$ cat src/rtl/acc_lane_packer_if.sv
// Handshake bundle between the accumulator stream, the packer and
// the downstream 3-lane result FIFO.
`ifndef ACCW
`define ACCW 8
`endif

interface acc_lane_packer_if #(
  parameter int DW    = `ACCW,
  parameter int LANES = 3
);
  logic                  in_valid;
  logic [DW-1:0]         in_data;
  logic                  in_last;
  logic                  in_ready;
  logic                  out_wr_en;
  logic [LANES*DW-1:0]   out_wr_data;
  logic                  out_wr_ok;
  logic [LANES-1:0]      out_pad;
  logic [15:0]           words_sent;

  modport master (
    output in_valid,
    output in_data,
    output in_last,
    output out_wr_ok,
    input  in_ready,
    input  out_wr_en,
    input  out_wr_data,
    input  out_pad,
    input  words_sent
  );

  modport slave (
    input  in_valid,
    input  in_data,
    input  in_last,
    input  out_wr_ok,
    output in_ready,
    output out_wr_en,
    output out_wr_data,
    output out_pad,
    output words_sent
  );
endinterface

$ cat src/rtl/acc_lane_packer.sv
// Packs ACCW-wide accumulator results into 3-lane words for the
// result FIFO; short groups are zero padded and flushed on in_last.
`ifndef ACCW
`define ACCW 8
`endif

module acc_lane_packer #(
  parameter int DW    = `ACCW,
  parameter int LANES = 3,
  parameter int CW    = $clog2(LANES)
) (
  input  logic              clk,
  input  logic              rst,
  acc_lane_packer_if.slave  bus
);

  logic [DW-1:0]       asm_q [LANES];
  logic [CW-1:0]       lane_q;
  logic [LANES*DW-1:0] obuf_q;
  logic [LANES-1:0]    opad_q;
  logic                ovld_q;
  logic [15:0]         cnt_q;

  logic                xfer;
  logic                done;
  logic                wr;
  logic [LANES*DW-1:0] nxt_word;
  logic [LANES-1:0]    nxt_pad;

  assign bus.in_ready    = !ovld_q || bus.out_wr_ok;
  assign wr              = ovld_q && bus.out_wr_ok && !rst;
  assign bus.out_wr_en   = wr;
  assign bus.out_wr_data = obuf_q;
  assign bus.out_pad     = opad_q;
  assign bus.words_sent  = cnt_q;

  assign xfer = bus.in_valid && bus.in_ready;
  assign done = xfer &&
                (bus.in_last || lane_q == CW'(LANES-1));

  // Lanes below the current one come from the assembly
  // register; the incoming element bypasses it.
  always_comb begin
    nxt_word = '0;
    nxt_pad  = '0;
    for (int k = 0; k < LANES; k++) begin
      if (CW'(k) < lane_q)
        nxt_word[k*DW +: DW] = asm_q[k];
      else if (CW'(k) == lane_q)
        nxt_word[k*DW +: DW] = bus.in_data;
      else
        nxt_pad[k] = 1'b1;
    end
  end

  always_ff @(posedge clk) begin
    if (rst) begin
      for (int k = 0; k < LANES; k++)
        asm_q[k] <= '0;
      lane_q <= '0;
      obuf_q <= '0;
      opad_q <= '0;
      ovld_q <= 1'b0;
      cnt_q  <= '0;
    end else begin
      if (xfer) begin
        asm_q[lane_q] <= bus.in_data;
        lane_q <= done ? '0 : lane_q + CW'(1);
      end
      // A completing word overwrites a draining one: no bubble.
      if (done) begin
        obuf_q <= nxt_word;
        opad_q <= nxt_pad;
        ovld_q <= 1'b1;
      end else if (wr) begin
        ovld_q <= 1'b0;
      end
      if (wr)
        cnt_q <= cnt_q + 16'd1;
    end
  end

endmodule

$ cat src/flat_wrapper.sv
// flat-port wrapper written by rule: the top's interface ports become plain ports
module acc_lane_packer_flat 
#(
  parameter int DW    = `ACCW,
  parameter int LANES = 3,
  parameter int CW    = $clog2(LANES)
)
  (clk, rst, bus_in_valid, bus_in_data, bus_in_last, bus_out_wr_ok, bus_in_ready, bus_out_wr_en, bus_out_wr_data, bus_out_pad, bus_words_sent);
  acc_lane_packer_if #(.DW(DW), .LANES(LANES)) bus_i ();
  input  logic clk;
  input  logic rst;
  input wire logic [$bits(bus_i.in_valid)-1:0] bus_in_valid;
  input wire logic [$bits(bus_i.in_data)-1:0] bus_in_data;
  input wire logic [$bits(bus_i.in_last)-1:0] bus_in_last;
  input wire logic [$bits(bus_i.out_wr_ok)-1:0] bus_out_wr_ok;
  output wire logic [$bits(bus_i.in_ready)-1:0] bus_in_ready;
  output wire logic [$bits(bus_i.out_wr_en)-1:0] bus_out_wr_en;
  output wire logic [$bits(bus_i.out_wr_data)-1:0] bus_out_wr_data;
  output wire logic [$bits(bus_i.out_pad)-1:0] bus_out_pad;
  output wire logic [$bits(bus_i.words_sent)-1:0] bus_words_sent;
  assign bus_i.in_valid = bus_in_valid;
  assign bus_i.in_data = bus_in_data;
  assign bus_i.in_last = bus_in_last;
  assign bus_i.out_wr_ok = bus_out_wr_ok;
  assign bus_in_ready = bus_i.in_ready;
  assign bus_out_wr_en = bus_i.out_wr_en;
  assign bus_out_wr_data = bus_i.out_wr_data;
  assign bus_out_pad = bus_i.out_pad;
  assign bus_words_sent = bus_i.words_sent;
  acc_lane_packer #(.DW(DW), .LANES(LANES), .CW(CW)) u_core (.clk(clk), .rst(rst), .bus(bus_i));
endmodule
$ cat config.mk
export PLATFORM = sky130hd
export DESIGN_NAME = acc_lane_packer_flat
export DESIGN_NICKNAME = d
export VERILOG_FILES = /design/src/rtl/acc_lane_packer_if.sv /design/src/rtl/acc_lane_packer.sv /design/src/flat_wrapper.sv
export SDC_FILE = /design/constraint.sdc
export NUM_CORES = 1
export LEC_CHECK = 0
export ABC_AREA = 1
export CAP_MARGIN = 20
export CORE_ASPECT_RATIO = 1.1
export CORE_MARGIN = 1
export CORE_UTILIZATION = 35
export DETAILED_ROUTE_END_ITERATION = 6
export PLACE_DENSITY = 0.62
export SYNTH_ARGS = -nofsm -noshare
export SYNTH_HDL_FRONTEND = slang
export SYNTH_SLANG_ARGS = --single-unit
$ cat constraint.sdc
create_clock -name clk -period 2.3 [get_ports clk]
set_input_delay 0.69 -clock clk [delete_from_list [all_inputs] [get_ports clk]]
set_output_delay 0.69 -clock clk [all_outputs]
set_load 0.005 [all_outputs]
==> results of run 1 <==
==> kinds of logic (layout without fill, tap and decap cells) <==
group | Yosys count | after routing
adders and majority gates | 6 | 6
and+or+nand+nor | 172 | 172
buffers and inverters | 69 | 146
other | 1 | 1
DFF | 69 | 69
AOI/OAI and AO/OA | 66 | 66
==> metrics by stage <==
stage / TNS, ns / instances
CTS: 0 / 571
detailed placement: -0.872 / 555
global route: 0 / 571
global placement: -0.752 / 555
floorplan: 0 / 383
finish: 0 / 571
==> final timing paths <==
path	from	endpoint	depth (start not counted)
setup reg to reg	u_core.lane_q[1]	u_core.asm_q[1][5]	4
hold reg to reg	u_core.bus.words_sent[8]	u_core.bus.words_sent[8]	2
setup / recovery	bus_out_wr_ok	bus_in_ready	4
hold / removal	u_core.bus.words_sent[8]	u_core.bus.words_sent[8]	2
==> power breakdown <==
| part | switching (mW) | internal [mW] | total, mW |
|---|---|---|---|
| Clock | 0.477 | 0.595 | 1.07 |
| Combinational | 0.163 | 0.173 | 0.336 |
| Sequential | 0.0332 | 1.33 | 1.36 |
==> Yosys cell counts (2+ instances only) <==
cell / count
nor2_4: 2
o21ai_0: 27
ha_1: 6
nand2_2: 2
inv_1: 52
o21a_1: 8
nor3_1: 2
edfxtp_1: 24
a21oi_1: 12
a31oi_1: 16
nand2_1: 78
buf_1: 3
nand3_1: 36
buf_4: 2
nor2_1: 42
dfxtp_1: 45
buf_2: 6
a211oi_1: 2
clkbuf_1: 3
nand4_1: 5
==> cell usage in the layout, fill, tap and decap left out, types with 3 or more instances in the layout <==
cell type	Yosys	final
a31oi_1	16	16
ha_1	6	6
o21a_1	8	8
nand2_1	78	78
inv_1	52	52
buf_12	0	5
clkinv_2	1	3
clkbuf_8	1	10
buf_4	2	15
dfxtp_1	45	45
o21ai_0	27	27
clkdlybuf4s50_1	0	54
nor2_1	42	42
a21oi_1	12	12
edfxtp_1	24	24
nand3_1	36	36
nand4_1	5	5
==> per-layer routing <==
| metal | share of wire [%] | up-vias | GRT usage (%) |
|---|---|---|---|
| li1 | - | 1396 | - |
| met1 | 48 | 1231 | 22.3 |
| met2 | 47 | 39 | 26.9 |
| met3 | 3.3 | 9 | 2.64 |
| met4 | 1.6 | 0 | 7.69 |
| met5 | 0 | - | 0 |
==> registers in the layout (all words and copies together), names as in the netlist <==
name	flops
u_core.asm_q	24
u_core.bus.out_wr_data	24
u_core.bus.words_sent	16
u_core.bus.out_pad	2
u_core.lane_q	2
u_core.ovld_q	1
==> worst register-to-register path, stage by stage (launching register included) <==
cell and delay [ns]:
dfxtp_1 0.56, clkinv_1 0.16, ha_1 0.33, nand3_1 0.15, nand2_1 0.20
==> cell type report <==
| cell class | count | area (um2) | share of cell area, % |
|---|---|---|---|
| inverters | 54 | 204 | 4.90 |
| clock buffers | 11 | 163 | 3.91 |
| flip-flops and latches | 69 | 1620 | 38.9 |
| clock inverters | 5 | 56.3 | 1.35 |
| well taps | 111 | 139 | 3.34 |
| repair buffers | 76 | 771 | 18.5 |
| multi-input cells | 245 | 1210 | 29.1 |
==> timing repair <==
item                       in CTS  in global routing
gates resized for setup         2                  0
buffers inserted                0                  0
setup endpoints to repair       2                  0
==> out/results.tsv, run 1 <==
stage	metric	value	unit
status	outcome	finished clean	
global_routing	antenna violations before repair	0	
synth	Synth Area in Compound Gates	12.1	%
floorplanning	Starting Density	36.7	%
synth	Syn Area/Cell	8.14	um2
cts	H-tree Lvls	3	
final_layout	Fillers	840	
final_layout	Post-Layout Inst Area	4160	um2
placement	Port Buf Inserts	56	
floorplanning	die outline height	101	um
routing	routed vias	2675	
setup_path	Buf/Inv on CP	3	
global_routing	first-pass GRT wire length	12.1	mm
setup_path	Crit. End Element	output port	
final_layout	share of layout cells above drive strength 1	9.57	%
synth	Synth Flop Type	dfxtp_1	
cts	total CTS buffers	9	
floorplanning	die extent in x	92.0	um
cts	CTS max path bufs	2	
floorplanning	core box area	8500	um2
sta	hold_ws	0.508	ns
synth	adder-cell share of the synthesized area	2.41	%
final_layout	Total Nets Final	474	
synth	Gate Count Post-Synth	383	
synth	Netlist cell types	30	
global_routing	number of global-route vias before repair	2554	
setup_path	Setup crit start kind	input pin	
setup_path	Reg2Reg Setup Slack	0.59	ns
floorplanning	I/O pin count	58	
synth	Post-Synth Simple-Gate Area	24.2	%
synth	synth warn	0	
setup_path	Max FO, Critical Path	3	
synth	Post-Syn Nets	402	
routing	average wire per standard cell	12.3	um
setup_path	Max stage delay on crit path	0.49	ns
placement	DP HPWL	5.22	mm
final_layout	diode count	0	
synth	number of synthesized flops with an enable pin	24	
global_routing	gr usage total	16.8	%
setup_path	slowest cell on the critical path	clkdlybuf4s50_1	
setup_path	Worst Path Arrival	1.55	ns
cts	Worst-path clk slew	0.07	ns
power_and_ir_drop	VDD IR max	0.000308	V
sta	Setup Skew	0.0121	ns
synth	asr flop ratio synth	0	%
sta	FMAX	0.447	GHz
routing	starting DRC count in detailed routing	151	
synth	register area share after synthesis	52.0	%
cts	clk sinks	69	
global_routing	largest net degree at the start of global routing	23	
power_and_ir_drop	pwr/cell area	665	nW/um2
placement	routability cong.	0.808	
placement	Placed Area	3950	um2
routing	antenna-violating nets left	0	
setup_path	crit path kind	in -> out	
synth	top cell type's share of synthesized area	28.9	%
synth	number of synthesized register bits	69	
synth	xor/xnor share of the synthesized area	0	%
sta	post-layout min period	2.24	ns
synth	ranking of synthesized cells by area	dfxtp_1 (29%), edfxtp_1 (23%), nand2_1 (9.4%), inv_1 (6.3%), nand3_1 (5.8%)	
floorplanning	row count	35	
sta	final hold violation count	0	
routing	wirelength, routed	7.03	mm
final_layout	final core occ	49.0	%
power_and_ir_drop	Tot Pwr	2.77	mW
hold_path	worst min path class	reg -> reg	
cts	worst skew pair latency	0.34	ns
routing	DRT Pass-1 Iters	4	
setup_path	Worst Path Required	1.61	ns
synth	mux share of post-synthesis cell area	0	%
sta	Final Slew Violations	0	
sta	worst setup margin	0.0644	ns
setup_path	Worst path top cell family by delay	buffers and inverters	
cts	clock root buffer	clkbuf_8	
flow_run	MaxCap Viol Count	0	
routing	DRC errors left	0	
final_layout	Syn-to-layout area delta	33.6	%
power_and_ir_drop	P_leak	1.72	nW
setup_path	cell chain of the critical path	dlygate4sd2_1, inv_1, nand2_2, clkdlybuf4s50_1	
synth	leading area contributor after synthesis	dfxtp_1	
synth	main combinational cell family by area after synthesis	simple AND/OR/NAND/NOR gates	
floorplanning	Die ar.	9290	um2
routing	vias per std cell	4.68	
placement	pre-CTS setup slack	-0.303	ns
sta	Final period util	97.2	%
global_routing	grt total ovfl	0	
cts	CTS tree	built	
synth	Synth Cell Area	3120	um2
sta	Final setup viols	0	
sta	RSZ-0062 raised after global routing	false	
cts	cts hold-fix bufs	0	
Power figures use the tool's default switching activity.
==> run 2, diff against run 1 <==
==> constraint.sdc (replaced) <==
create_clock -name clk -period 2.3 [get_ports clk]
set_input_delay 0.46 -clock clk [delete_from_list [all_inputs] [get_ports clk]]
set_output_delay 0.46 -clock clk [all_outputs]
set_load 0.005 [all_outputs]
==> out/results.tsv, run 2 (synthesized netlist as in run 1, its figures left out) <==
stage	metric	value	unit	change
sta	RSZ-0062 raised after global routing	false		
cts	clock root buffer	clkbuf_8		
floorplanning	row count	35		unchanged
final_layout	share of layout cells above drive strength 1	8.55	%	-1.0 points
routing	DRT Pass-1 Iters	4		unchanged
sta	Final setup viols	0		unchanged
hold_path	worst min path class	reg -> reg		
global_routing	number of global-route vias before repair	2435		-4.7%
placement	pre-CTS setup slack	0.161	ns	+0.464 ns
status	outcome	finished clean		
sta	final hold violation count	0		unchanged
cts	Worst-path clk slew	0.07	ns	about the same
global_routing	first-pass GRT wire length	11.5	mm	-4.9%
sta	Final Slew Violations	0		unchanged
hold_path	HP Start	u_core.bus.words_sent[8]		
cts	total CTS buffers	9		unchanged
routing	routed vias	2656		-0.71%
setup_path	crit path kind	in -> out		
cts	post-CTS setup repair buffer count	0		unchanged
setup_path	Max FO, Critical Path	3		unchanged
routing	DRC errors left	0		unchanged
cts	H-tree Lvls	3		unchanged
routing	wirelength, routed	6.99	mm	-0.64%
cts	cts hold-fix bufs	0		unchanged
final_layout	commonest non-fill, non-tap cells in the layout	nand2_1 (78), clkdlybuf4s50_1 (56), inv_1 (52), dfxtp_1 (45), nor2_1 (42)		
floorplanning	I/O pin count	58		unchanged
placement	routability cong.	0.847		+4.7%
cts	clk sinks	69		unchanged
cts	CTS max path bufs	2		unchanged
floorplanning	core box area	8500	um2	unchanged
final_layout	Syn-to-layout area delta	31.6	%	
setup_path	Crit. End Element	output port		
placement	placed insts	551		-0.72%
floorplanning	die extent in x	92.0	um	unchanged
floorplanning	Die ar.	9290	um2	unchanged
setup_path	crit path from	bus_out_wr_ok		
routing	vias per std cell	4.68		about the same
setup_path	Setup crit start kind	input pin		
sta	Final TNS setup	0	ns	unchanged
cts	CTS tree	built		
final_layout	diode count	0		unchanged
placement	DP HPWL	5.09	mm	-2.5%
flow_run	MaxCap Viol Count	0		unchanged
floorplanning	Starting Density	36.7	%	unchanged
sta	FMAX	0.467	GHz	+4.3%
global_routing	gr usage total	16.0	%	-0.79 points
setup_path	Worst Path Required	1.84	ns	+0.23 ns
routing	antenna-violating nets left	0		unchanged
floorplanning	die outline height	101	um	unchanged
placement	Port Buf Inserts	56		unchanged
final_layout	Fillers	847		+0.83%
routing	starting DRC count in detailed routing	95		-37%
global_routing	antenna violations before repair	0		unchanged
routing	average wire per standard cell	12.3	um	about the same
final_layout	Total Nets Final	470		-0.84%
power_and_ir_drop	pwr/cell area	691	nW/um2	+3.9%
setup_path	Worst Path Arrival	1.68	ns	+0.13 ns
final_layout	Non-Filler Instances	567		-0.70%
global_routing	grt total ovfl	0		unchanged
global_routing	largest net degree at the start of global routing	40		+74%
final_layout	most common cell after layout, fill and taps aside	nand2_1		
power_and_ir_drop	VDD IR max	0.000329	V	+6.9%
sta	worst setup margin	0.157	ns	+0.0924 ns
final_layout	final core occ	48.3	%	-0.74 points
sta	post-layout min period	2.14	ns	-0.0924 ns
cts	PostCTS Resize Cnt	0		-2
power_and_ir_drop	Tot Pwr	2.83	mW	+2.3%
setup_path	FF-to-FF Start	u_core.lane_q[0]		
sta	Setup Skew	0.00674	ns	-0.00532 ns
sta	Final period util	93.2	%	-4.0 points
power_and_ir_drop	P_leak	1.68	nW	-2.1%
cts	worst skew pair latency	0.34	ns	about the same
-- run 2: worst max-delay path, cell delays in order --
cell             delay (ns)
clkdlybuf4s50_1        0.50
nand2_1                0.09
nor2_2                 0.12
clkdlybuf4s50_1        0.51
-- run 2: power by group --
group          leakage [nW]  internal [mW]  switching (mW)
logic                 0.951          0.158           0.164
registers             0.617           1.33          0.0300
clock network         0.115          0.679           0.475
total                  1.68           2.17           0.669
-- run 2: final cells by class --
| cell class | count | area (um2) | share of cell area [%] |
|---|---|---|---|
| flip-flops and latches | 69 | 1620 | 39.5 |
| multi-input cells | 245 | 1210 | 29.5 |
| repair buffers | 72 | 693 | 16.9 |
| inverters | 54 | 204 | 4.97 |
| clock buffers | 11 | 153 | 3.72 |
| well taps | 111 | 139 | 3.39 |
| clock inverters | 5 | 81.3 | 1.98 |
-- run 2: final timing paths --
kind | cells after the start | slack (ns) | endpoint
setup / recovery | 4 | 0.16 | bus_out_wr_en
hold / removal | 2 | 0.51 | u_core.bus.words_sent[8]
setup reg to reg | 8 | 0.61 | u_core.bus.out_wr_data[19]
hold reg to reg | 2 | 0.51 | u_core.bus.words_sent[8]
-- run 2: per-layer routing --
| metal | up-vias | track usage [%] | wire length (um) |
|---|---|---|---|
| met5 | - | 0 | 0 |
| met4 | 0 | 7.93 | 123 |
| met3 | 13 | 3.17 | 268 |
| met2 | 44 | 25.9 | 3230 |
| met1 | 1206 | 20.3 | 3370 |
| li1 | 1393 | - | - |
-- run 2: metrics by stage --
step	hold slack [ns]	area, um2
floorplan	0.472	3120
global placement	0.486	3870
detailed placement	0.496	3870
CTS	0.508	4100
global route	0.531	4100
finish	0.510	4100
